[config.mk]
export PLATFORM = sky130hd
export DESIGN_NAME = instr_stat_counter
export DESIGN_NICKNAME = d
export VERILOG_FILES = /design/src/rtl/instr_stat_counter.sv
export SDC_FILE = /design/constraint.sdc
export NUM_CORES = 1
export LEC_CHECK = 0
export CAP_MARGIN = 40
export CORE_MARGIN = 5
export CORE_UTILIZATION = 29
export DETAILED_ROUTE_END_ITERATION = 6
export PLACE_DENSITY = 0.45
export SKIP_CTS_REPAIR_TIMING = 1
export SYNTH_ARGS = -nofsm -noshare
export SYNTH_HDL_FRONTEND = slang
export SYNTH_SLANG_ARGS = --single-unit
[constraint.sdc]
create_clock -name clk -period 9.8 [get_ports clk]
set_clock_uncertainty 0.05 [all_clocks]
set_input_delay 1.96 -clock clk [delete_from_list [all_inputs] [get_ports clk]]
set_output_delay 1.96 -clock clk [all_outputs]
set_load 0.02 [all_outputs]
[src/rtl/instr_stat_counter.sv]
// instr_stat_counter: per-class retired-instruction statistics with saturating counters and registered readout
module instr_stat_counter #(
  parameter int CNT_W = 32
) (
  input  logic             clk,
  input  logic             rst,
  input  logic             retire_valid,
  input  logic [5:0]       opcode,
  input  logic [5:0]       funct,
  input  logic [31:0]      pc,
  input  logic             freeze,
  input  logic             clear,
  input  logic [3:0]       rd_sel,
  output logic [CNT_W-1:0] rd_data,
  output logic             ovf,
  output logic [1:0]       state
);
  typedef enum logic [1:0] {IDLE = 2'd0, RUN = 2'd1, FROZEN = 2'd2} state_e;
  localparam logic [CNT_W-1:0] MAX = '1;
  state_e           state_q, state_d;
  logic [CNT_W-1:0] cnt_q [12];
  logic [CNT_W-1:0] cnt_d [12];
  logic [31:0]      last_pc_q, last_pc_d;
  logic [CNT_W-1:0] rd_data_q, rd_data_d;
  logic             ovf_q, ovf_d;
  logic [3:0]       cls;
  logic             count, tick;
  logic [11:0]      inc;
  always_comb begin
    cls = opcode == 6'd0 ? (funct == 6'd32 ? 4'd0 : funct == 6'd34 ? 4'd1 : funct == 6'd36 ? 4'd2 :
                            funct == 6'd37 ? 4'd3 : funct == 6'd2 ? 4'd4 : 4'd9) :
          opcode == 6'd35 ? 4'd5 : opcode == 6'd43 ? 4'd6 : opcode == 6'd4 ? 4'd7 :
          opcode == 6'd2 ? 4'd8 : 4'd9;
    // the freeze cycle in RUN counts nothing; IDLE only counts the retire that starts RUN
    count = !clear && retire_valid && (state_q == IDLE || (state_q == RUN && !freeze));
    tick  = !clear && ((state_q == IDLE && retire_valid) || (state_q == RUN && !freeze));
    inc   = '0;
    for (int i = 0; i < 10; i++) inc[i] = count && cls == 4'(i);
    inc[10] = count;
    inc[11] = tick;
    ovf_d = ovf_q;
    for (int i = 0; i < 12; i++) begin
      cnt_d[i] = cnt_q[i];
      if (inc[i]) begin
        if (cnt_q[i] == MAX) ovf_d = 1'b1;
        else cnt_d[i] = cnt_q[i] + 1'b1;
      end
      if (clear) cnt_d[i] = '0;
    end
    if (clear) ovf_d = 1'b0;
    last_pc_d = clear ? 32'd0 : count ? pc : last_pc_q;
    state_d = clear ? IDLE :
              state_q == IDLE && retire_valid ? RUN :
              state_q == RUN && freeze ? FROZEN : state_q;
    rd_data_d = rd_sel < 4'd12 ? cnt_q[rd_sel] : rd_sel == 4'd12 ? CNT_W'(last_pc_q) : '0;
  end
  always_ff @(posedge clk) begin
    if (rst) begin
      state_q   <= IDLE;
      cnt_q     <= '{default: '0};
      last_pc_q <= '0;
      rd_data_q <= '0;
      ovf_q     <= 1'b0;
    end else begin
      state_q   <= state_d;
      cnt_q     <= cnt_d;
      last_pc_q <= last_pc_d;
      rd_data_q <= rd_data_d;
      ovf_q     <= ovf_d;
    end
  end
  assign rd_data = rd_data_q;
  assign ovf     = ovf_q;
  assign state   = state_q;
endmodule
==> results.toml <==
[timing]
finalHoldViolCount = 0
setup_viol = 0
slew_viol_final = 0
tns_ps = 0
min_period_over_period_pct = 55.9
tightestPinTransition_ps = 970
period_minus_slack_ps = 5480
max_freq_ghz = 0.182
rsz0062_at_grt = "false"
relSlewSlack_pct = 35.3

[synthesis]
synth_area_sq_mm = 0.0235
netlist_top_cells_area = "dfxtp_1 (38%), mux4_2 (9.2%), xnor2_1 (8.0%)"
synth_common_cells = "dfxtp_1 (451), nor2_1 (429), nand2_1 (226)"
synth_sequential_area_ratio_pct = 38.5
yosysTopAreaCell = "dfxtp_1"
synthDistinctLibCells = 65
ys_ff_latch = 451
yosysTopAreaCellShare_pct = 38.5
async_flop_share_pct = 0
syn_area_per_cell_sq_um = 8.59
yosys_warnings = 0
synth_top_flop_cell = "dfxtp_1"
synth_most_common_cell = "dfxtp_1"
syn_nets = 2797
syn_inst = 2732
synth_enable_flop_cells = 0

[die]
start_util_pct = 29.2
die_area_sq_mm = 0.0867
row_count = 104
die_w_microns = 294
die_h_microns = 294
core-area_sq_mm = 0.0804
io_pins = 88

[detailed_routing]
vias_per_cell = 5.36
drcViolationCount = 0
vias = 20700
drt-initial-drc-count = 1525
dr.pass1.iters = 5
wl_per_cell_microns = 21.2
drtAntennaViolNets = 0
drt-total-wl_microns = 82100

[global_routing]
grt_pass1_wl_microns = 124000
first_global_vias = 20000
antenna_found_initial = 2
overflow = 0
grtUsageTotal_pct = 18.4
grt_max_degree = 192

[clock_network]
cts_made_buffers = 55
ctsHtreeMaxLevel = 2
cts_tree = "done"
numClockSinks = 451
root_buffer = "clkbuf_16"
clk_pin_slew_ps = 60
worstSkewPairLatency_ps = 610
cts.path.max_buffers = 3

[placed_design]
placed_cells_incl_taps = 3769
io_buffer_count = 87
place.gp.congestion = 0.889
dp_hpwl_microns = 61200

[pwr]
p_leak_nw = 8.15
totalPowerFinal_mw = 4.22
p_per_area_mw_per_mm2 = 154
ir_drop_mv = 0.120

[min_path]
hold_path.class = "reg -> reg"

[finish]
final_cells = 3872
layout-drive-gt1-share_pct = 9.57
area_delta_synth_final_pct = 17.1
diodes = 0
nets = 2832
fin_util_pct = 34.2

[status]
status = "finished, final reports clean"

[setup_path]
worst-path-max-fanout = 14
critPathKind = "in -> reg"
start_kind = "primary input"
crit_required_ps = 10290
end_kind = "flop"
arrival_ps = 5970

[run]
maxCapViolCount = 0
==> final timing paths <==
kind | slack [ps] | depth (start not counted) | start | end
max | 4320 | 9 | opcode[4] | cnt_q[349]
max reg2reg | 6040 | 8 | state[0] | cnt_q[349]
min | 410 | 2 | last_pc_q[4] | last_pc_q[4]
min reg2reg | 410 | 2 | last_pc_q[4] | last_pc_q[4]
==> cell families after synthesis <==
family,share of synthesized area [%]
flops,38.5
compound gates,7.00
mux,11.0
xor+xnor,10.6
fa+ha+maj,0.640
buf+inv,3.57
simple gates,28.8
==> layer usage <==
layer | global-route usage (%) | routed length (microns)
met5 | 0 | 12
met4 | 6.29 | 2860
met3 | 2.80 | 4060
met2 | 30.8 | 38700
met1 | 24.3 | 36500
==> through the flow <==
| step | area (sq um) | worst slack (ps) | hold slack, ps |
|---|---|---|---|
| floorplan | 23500 | 5270 | 386 |
| global placement | 25300 | 3360 | 398 |
| detailed placement | 25500 | 3860 | 401 |
| CTS | 27500 | 4500 | 409 |
| global route | 27500 | 4200 | 428 |
| finish | 27500 | 4320 | 408 |
==> final cells by class <==
cell class,count,area (sq um)
fill,8390,52900
multi-input combinational,2064,13600
sequential,451,9030
clock buffer,80,1670
tap,1060,1330
timing repair buffer,125,1250
clock inverter,22,319
inverter,70,263
==> worst max-delay path, stage by stage <==
cell             delay (ps)
clkdlybuf4s50_1         550
or3_1                   530
nor3_1                  710
and4_1                  470
nand4_1                 550
nor3_1                  500
buf_2                   280
and4_1                  240
mux2i_1                 180
==> sequential cells by signal (all words and copies together), names as in the netlist <==
register   flops
cnt_q        384
last_pc_q     32
ovf            1
rd_data       32
state          2
==> cells in the final DEF (no fill, tap or decap), types with 46 or more instances in the layout <==
cell             instances
xnor2_1                214
clkbuf_16               56
xor2_1                  69
and3_1                  46
nand4_1                127
nand3_1                149
nand2_1                226
nor2_1                 429
mux4_2                  96
nor4_1                  64
o21ai_0                 74
clkdlybuf4s50_1         83
or3_1                   82
dfxtp_1                451
a21oi_1                123
inv_1                   70
nor3_1                 130
==> where the power goes <==
part | total, mW | switching (mW) | internal, mW | leakage (nW)
Clock | 2.22 | 0.856 | 1.37 | 0.978
Sequential | 1.84 | 0.00388 | 1.84 | 3.63
Combinational | 0.159 | 0.104 | 0.0551 | 3.54
Total | 4.22 | 0.964 | 3.26 | 8.15
Power figures use the tool's default switching activity.
